[src/rtl/pwm_deadband_gen.sv]
// Complementary PWM generator with period/duty shadowing and a programmable dead band.
// Define PWM_DEADBAND_EN to build the dead-band output stage; otherwise db is ignored.
module pwm_deadband_gen #(
   parameter int WIDTH = 16
) (
   input  logic             HCLK,
   input  logic             HRESET,
   input  logic             en,
   input  logic [WIDTH-1:0] period,
   input  logic [WIDTH-1:0] duty,
   input  logic [3:0]       db,
   output logic             pwm_h,
   output logic             pwm_l,
   output logic             period_end,
   output logic [WIDTH-1:0] cnt
);

   logic [WIDTH-1:0] period_s;
   logic [WIDTH-1:0] duty_s;
   logic             raw;
   logic             en_q;
   logic             wrap;

   assign wrap       = (cnt == period_s);
   assign period_end = en & wrap;

`ifdef PWM_DEADBAND_EN
   logic [3:0] db_s;
   logic       raw_d;
`else
   logic       unused_db;
   assign unused_db = ^db;
`endif

   always_ff @(posedge HCLK or posedge HRESET) begin
      if (HRESET) begin
         period_s <= '0;
         duty_s   <= '0;
         cnt      <= '0;
         raw      <= 1'b0;
         en_q     <= 1'b0;
`ifdef PWM_DEADBAND_EN
         db_s     <= '0;
         raw_d    <= 1'b0;
`endif
      end else begin
         // Shadows follow the inputs while idle and refresh only at the wrap count.
         if (!en || wrap) begin
            period_s <= period;
            duty_s   <= duty;
`ifdef PWM_DEADBAND_EN
            db_s     <= db;
`endif
         end
         if (!en || wrap)
            cnt <= '0;
         else
            cnt <= cnt + 1'b1;
         raw  <= en & (cnt < duty_s);
         en_q <= en;
`ifdef PWM_DEADBAND_EN
         raw_d <= raw;
`endif
      end
   end

`ifdef PWM_DEADBAND_EN
   typedef enum logic {
      RUN,
      DEAD
   } state_t;

   state_t     state;
   logic [3:0] dead_cnt;

   always_ff @(posedge HCLK or posedge HRESET) begin
      if (HRESET) begin
         state    <= RUN;
         dead_cnt <= '0;
         pwm_h    <= 1'b0;
         pwm_l    <= 1'b0;
      end else if (!en || !en_q) begin
         state    <= RUN;
         dead_cnt <= '0;
         pwm_h    <= 1'b0;
         pwm_l    <= 1'b0;
      end else if ((raw != raw_d) && (db_s != '0)) begin
         state    <= DEAD;
         dead_cnt <= db_s;
         pwm_h    <= 1'b0;
         pwm_l    <= 1'b0;
      end else begin
         case (state)
            RUN: begin
               pwm_h <= raw;
               pwm_l <= ~raw;
            end
            DEAD: begin
               // Low side releases as the counter hits zero; high side waits one more cycle.
               if (dead_cnt > 4'd1) begin
                  dead_cnt <= dead_cnt - 1'b1;
               end else if (dead_cnt == 4'd1) begin
                  dead_cnt <= '0;
                  if (!raw) begin
                     state <= RUN;
                     pwm_l <= 1'b1;
                  end
               end else begin
                  state <= RUN;
                  pwm_h <= raw;
                  pwm_l <= ~raw;
               end
            end
            default: begin
               state <= RUN;
               pwm_h <= 1'b0;
               pwm_l <= 1'b0;
            end
         endcase
      end
   end
`else
   always_ff @(posedge HCLK or posedge HRESET) begin
      if (HRESET) begin
         pwm_h <= 1'b0;
         pwm_l <= 1'b0;
      end else if (!en) begin
         pwm_h <= 1'b0;
         pwm_l <= 1'b0;
      end else begin
         pwm_h <= raw;
         pwm_l <= ~raw & en_q;
      end
   end
`endif

endmodule
[config.mk]
export PLATFORM = sky130hd
export DESIGN_NAME = pwm_deadband_gen
export DESIGN_NICKNAME = d
export VERILOG_FILES = /design/src/rtl/pwm_deadband_gen.sv
export SDC_FILE = /design/constraint.sdc
export NUM_CORES = 1
export LEC_CHECK = 0
export ABC_AREA = 1
export BUFFER_PORTS_ARGS = -buffer_cell sky130_fd_sc_hd__buf_2
export CORE_AREA = 2 2 87 81
export CTS_CLUSTER_DIAMETER = 40
export DETAILED_ROUTE_END_ITERATION = 10
export DIE_AREA = 0 0 89 83
export HOLD_SLACK_MARGIN = 0.08
export PLACE_DENSITY = 0.77
export SLEW_MARGIN = 20
export SYNTH_ARGS = -nofsm -noshare
export SYNTH_HDL_FRONTEND = slang
export SYNTH_SLANG_ARGS = --single-unit
[constraint.sdc]
create_clock -name HCLK -period 4.34 [get_ports HCLK]
set_clock_uncertainty 0.15 [all_clocks]
set_input_delay 1.085 -clock HCLK [delete_from_list [all_inputs] [get_ports HCLK]]
set_output_delay 1.085 -clock HCLK [all_outputs]
set_load 0.02 [all_outputs]
==> results of run 1 <==
[metal layers]
metal / vias to the layer above / part of all wire, %
met3: 4 / 5.4
li1: 1283 / -
met2: 57 / 47
met1: 1168 / 47
met4: 0 / 0.44
met5: - / 0
[report_power, final]
group	total, uW	internal, uW	switching [uW]
logic	132	52.8	78.7
registers	537	515	22.7
clock network	283	130	153
[state kept, by name, summed over array words and instances, names as in the netlist]
signal,cells
pwm_l,1
en_q,1
pwm_h,1
period_s,16
duty_s,16
raw,1
cnt,16
[final cells by class]
type	instances	share of cell area, %
multi-input combinational	270	39.8
sequential	52	39.4
timing repair buffer	55	8.49
inverter	54	6.18
tap	90	3.41
clock buffer	8	2.73
[path summary, 6_finish.rpt]
check / to / slack (ns) / startpoint / cells after the start
hold / removal: pwm_l / 0.29 / raw / 1
setup reg to reg: duty_s[5] / 1.83 / cnt[5] / 11
setup / recovery: period_end / 1.42 / cnt[9] / 9
max in group asynchronous: cnt[3] / 2.71 / HRESET / 2
min in group asynchronous: pwm_l / 0.78 / HRESET / 2
hold reg to reg: pwm_l / 0.29 / raw / 1
[critical path, cell delays in order, from the launching register on]
cell and delay (ns):
dfrtp_1 0.48, inv_1 0.11, nand2_1 0.07, nand2_1 0.04, nor2_1 0.12, nand2_1 0.07, nor2_1 0.14, nand2_2 0.07
nor2_1 0.10, buf_2 0.17
[cell families after synthesis]
group,count (synthesis)
XOR/XNOR,14
buffers and inverters,66
flip-flops,52
AND/OR/NAND/NOR,229
adder cells (fa/ha/maj),16
AO/OA/AOI/OAI,11
[through the flow]
| stage | area, um2 | worst slack [ns] |
|---|---|---|
| after CTS | 3300 | 1.40 |
| after floorplan | 2880 | 1.39 |
| after global placement | 3210 | 1.60 |
| final | 3300 | 1.42 |
| after global routing | 3300 | 1.25 |
| after detailed placement | 3210 | 1.58 |
[cells in the final DEF (no fill, tap or decap)]
cell,n
nor2_1,38
nand3_1,39
xnor2_1,1
buf_4,2
clkinv_2,1
o21ai_0,1
clkbuf_1,2
clkbuf_8,6
inv_2,3
a21oi_1,8
xor2_1,13
dfrtp_1,52
nor3_1,8
nand4_1,2
or2_2,1
nand2_2,2
inv_1,50
ha_1,16
o21a_1,1
buf_2,53
o21bai_1,1
nand2_1,139
==> flow_summary_export.csv, run 1 <==
group,metric,value,unit
status,outcome,"finished clean",
grt,grt.busiest_layer,"met2",
grt,grtUsageMet2,29.5,%
cts,clk_pin_slew_worst_paths,0.09,ns
sta,tns,0,ns
route,wl_per_cell,11.9,um
route,vias,2512,
synth,synth.avg_cell_area,7.43,um2
cts,ctsResizeCount,0,
cells_and_area,final_cells,529,
setup_path,setup.worst_path.end_class,"output pin",
sta,finalSetupViolCount,0,
synth,synth_most_common_cell,"nand2_1",
die,die_h,83,um
sta,holdWs,0.287,ns
grt,use_met1,24.4,%
place,hpwl,4480,um
synth,synth_edf_count,0,
cells_and_area,n_antenna_cell,0,
run,max_cap_violations,0,
power,power,952,uW
cts,root_buffer,"clkbuf_8",
synth,synth_mux_area_share,0,%
sta,period_minus_slack,2.92,ns
place,dp_cells,521,
cells_and_area,syn_to_final_growth,14.5,%
route,drtPass1Iterations,4,
synth,yosys.area_share.simple,32.3,%
route,antenna_left,0,
sta,rsz0062_at_grt,"no",
cells_and_area,nets,493,
cells_and_area,nFillCells,677,
route,dr.first_iter.drc_count,157,
die,io_pins,58,
synth,synth_warnings,0,
place,portBuffers,53,
cts,cts.sink_count,52,
die,core-area,0.00645,mm2
setup_path,cp_max_fo,6,
synth,synthTopCellsByCount,"139 x nand2_1, 52 x dfrtp_1, 51 x inv_1",
sta,period_share,67.2,%
route,vias_per_cell,4.75,
grt,grt_pass1_vias,2425,
setup_path,criticalPathCategory,"reg2out",
cts,holdBufCountCts,0,
setup_path,worst_ep_arrival_time,1.68,ns
cells_and_area,layout-drive-gt1-share,15.5,%
synth,yosys-top-cells-area,"dfrtp_1 45%, nand2_1 18%, ha_1 6.9%",
sta,worstMarginPinSlew,0.916,ns
cells_and_area,ff_latch_area,0.00130,mm2
setup_path,crit_required,3.11,ns
synth,ys_types,22,
cells_and_area,utilization,51.2,%
cts,cts_buffers,5,
power,p_leak,0.00185,uW
synth,synthArstFlopShare,100,%
synth,synth-compound-area-share,2.08,%
synth,yosysTopAreaCell,"dfrtp_1",
worst_hold_path,hold_class,"reg2reg",
die,fp-row-count,28,
cts,clk_latency,0.30,ns
grt,grt_util_all_layers,17.8,%
power,ir_drop,195,uV
power,p_per_area,288,mW/mm2
sta,max_freq,343,MHz
cts,cts_tree,"yes",
synth,synth_xor_area_share,4.25,%
cells_and_area,multi_input_area,0.00131,mm2
cts,cts_htree_levels,2,
die,die_area,0.00739,mm2
route,drcViolationCount,0,
sta,timing.slew.headroom,38.9,%
synth,synth_cells,388,
synth,synth_top_family_by_area,"simple AND/OR/NAND/NOR gates",
grt,grt_util_met3,3.38,%
cts,cts_buffer_depth,2,
synth,seq_area_frac_synth,45.1,%
place,gp_congestion,0.833,
synth,syn_area,0.00288,mm2
synth,yosysTopAreaCellShare,45.1,%
grt,grt_pass1_wl,10600,um
synth,ys_ff_latch,52,
route,wirelength,6300,um
setup_path,start_kind,"flop",
sta,drv_slew,0,
grt,grt_overflow,0,
die,start_util,44.7,%
grt,grt_max_degree,53,
sta,hold_viol_final,0,
synth,synth_ff_type,"dfrtp_1",
grt,antenna_found_initial,0,
cts,post_cts_buffers,0,
synth,syn_nets,443,
die,die_w,89,um
synth,synth_fa_ha_area_share,6.94,%
No activity file was read; power rests on OpenSTA's default activity.
==> run 2, diff against run 1 <==
clock period = 2.8 ns   (was 4.34 ns; I/O delays follow)
==> flow_summary_export.csv, run 2 (synthesis gave the netlist of run 1 again) <==
group,metric,value,unit
route,vias_per_cell,4.76,
power,ir_drop,239,uV
run,max_cap_violations,0,
grt,grt_pass1_vias,2425,
cts,clk_pin_slew_worst_paths,0.09,ns
power,p_leak,0.00187,uW
sta,hold_viol_final,0,
setup_path,start_kind,"flop",
route,drtPass1Iterations,4,
cells_and_area,syn_to_final_growth,16.1,%
sta,max_freq,397,MHz
cts,cts_buffer_depth,2,
cells_and_area,fin_area,0.00335,mm2
cts,root_buffer,"clkbuf_8",
worst_hold_path,hold_class,"in2async",
cells_and_area,ff_latch_area,0.00130,mm2
setup_path,crit_required,1.95,ns
cells_and_area,layout_commonest_cell,"nand2_1",
die,die_area,0.00739,mm2
status,outcome,"finished clean",
place,place_area,0.00325,mm2
cts,holdBufCountCts,0,
sta,holdWs,0.276,ns
cells_and_area,nets,495,
grt,grt_overflow,0,
cts,cts_htree_levels,2,
place,hpwl,4530,um
route,dr.first_iter.drc_count,100,
setup_path,cp_cell_sequence,"inv_1 > nand2_1 > nand2_1 > nor2_1 > nand2_1 > nor2_1 > nand2_2 > nor2_1 > buf_2",
die,fp-row-count,28,
route,wl_per_cell,12.1,um
die,die_h,83,um
sta,drv_slew,0,
cts,post_cts_buffers,0,
cells_and_area,largestRegisters,"cnt x16, duty_s x16, period_s x16",
route,drcViolationCount,0,
setup_path,setup.worst_path.end_class,"output pin",
route,vias,2525,
place,gp_congestion,0.840,
route,antenna_left,0,
setup_path,cp_max_fo,5,
die,core-area,0.00645,mm2
cells_and_area,multi_input_area,0.00131,mm2
setup_path,crit_slowest_cell,"dfrtp_1",
place,portBuffers,53,
die,io_pins,58,
sta,period_minus_slack,2.52,ns
cells_and_area,nFillCells,670,
cells_and_area,n_antenna_cell,0,
die,start_util,44.7,%
cts,ctsResizeCount,0,
sta,finalSetupViolCount,0,
setup_path,criticalPathCategory,"reg2out",
grt,grt_max_degree,53,
grt,grt_pass1_wl,10700,um
cts,cts_tree,"yes",
sta,rsz0062_at_grt,"no",
sta,period_share,90.1,%
route,wirelength,6410,um
setup_path,path_delay_family,"simple AND/OR/NAND/NOR gates",
grt,antenna_found_initial,0,
sta,timing.slew.headroom,75.2,%
cts,cts_buffers,5,
sta,worstMarginPinSlew,0.372,ns
cells_and_area,layout-drive-gt1-share,16.1,%
setup_path,crit_buf_inv,2,
die,die_w,89,um
grt,grt_util_all_layers,18.3,%
cts,cts.sink_count,52,
setup_path,worst_ep_arrival_time,1.67,ns
sta,tns,0,ns
cells_and_area,final_cell_mix,"139 x nand2_1, 53 x buf_2, 52 x dfrtp_1",
cts,clk_latency,0.30,ns
power,p_per_area,451,mW/mm2
setup_path,critical_path.max_stage_delay,0.46,ns
run 2: cell types whose count changed in the layout (fill, tap and decap cells not counted):
cell / delta
buf_12: +2
inv_2: +1
clkbuf_8: +1
clkinv_2: -1
clkbuf_1: -2
run 2: cell type report:
class	instances	share of cell area (%)
Multi-Input combinational cell	270	39.3
Tap cell	90	3.36
Timing Repair Buffer	57	9.57
Sequential cell	52	38.9
Inverter	54	6.06
Clock buffer	7	2.88
run 2: path summary, 6_finish.rpt:
kind	from	end	slack [ns]	depth (start not counted)
setup reg to reg	cnt[5]	period_s[1]	0.53	12
min in group HCLK	raw	pwm_l	0.28	1
max in group asynchronous	HRESET	period_s[3]	1.99	3
hold / removal	HRESET	duty_s[11]	0.28	3
setup / recovery	cnt[5]	period_end	0.28	9
hold reg to reg	raw	pwm_l	0.28	1
run 2: stage by stage:
step	setup WS [ns]	power (uW)	instances	util (%)
2_1_floorplan	0.382	988	388	-
3_3_place_gp	0.624	1050	523	50.4
3_5_place_dp	0.589	1060	523	50.4
4_1_cts	0.288	1530	530	51.9
5_1_grt	0.166	1600	530	51.9
6_report	0.278	1510	530	51.9
run 2: layer usage:
layer | track usage (%) | part of all wire [%] | vias up
met3 | 4.57 | 5.4 | 6
met1 | 24.1 | 45 | 1165
met2 | 29.8 | 49 | 63
met4 | 4.75 | 1.1 | 0
li1 | - | - | 1291
met5 | 0 | 0 | -
run 2: worst reg2reg max path, stage by stage, from the launching register on:
cell and delay, ns:
dfrtp_1 0.46, inv_1 0.20, nand2_1 0.08, nand2_1 0.07, nor2_1 0.04, nand2_1 0.10
nor2_1 0.06, nand2_2 0.07, buf_4 0.33, nand2_2 0.24, buf_12 0.24, nand2_1 0.09
nand2_1 0.05
run 2: report_power, final:
part           total (uW)  internal (uW)  switching [uW]
combinational         211           86.8             124
clock                 465            221             244
sequential            833            798            35.0
total                1510           1110             403
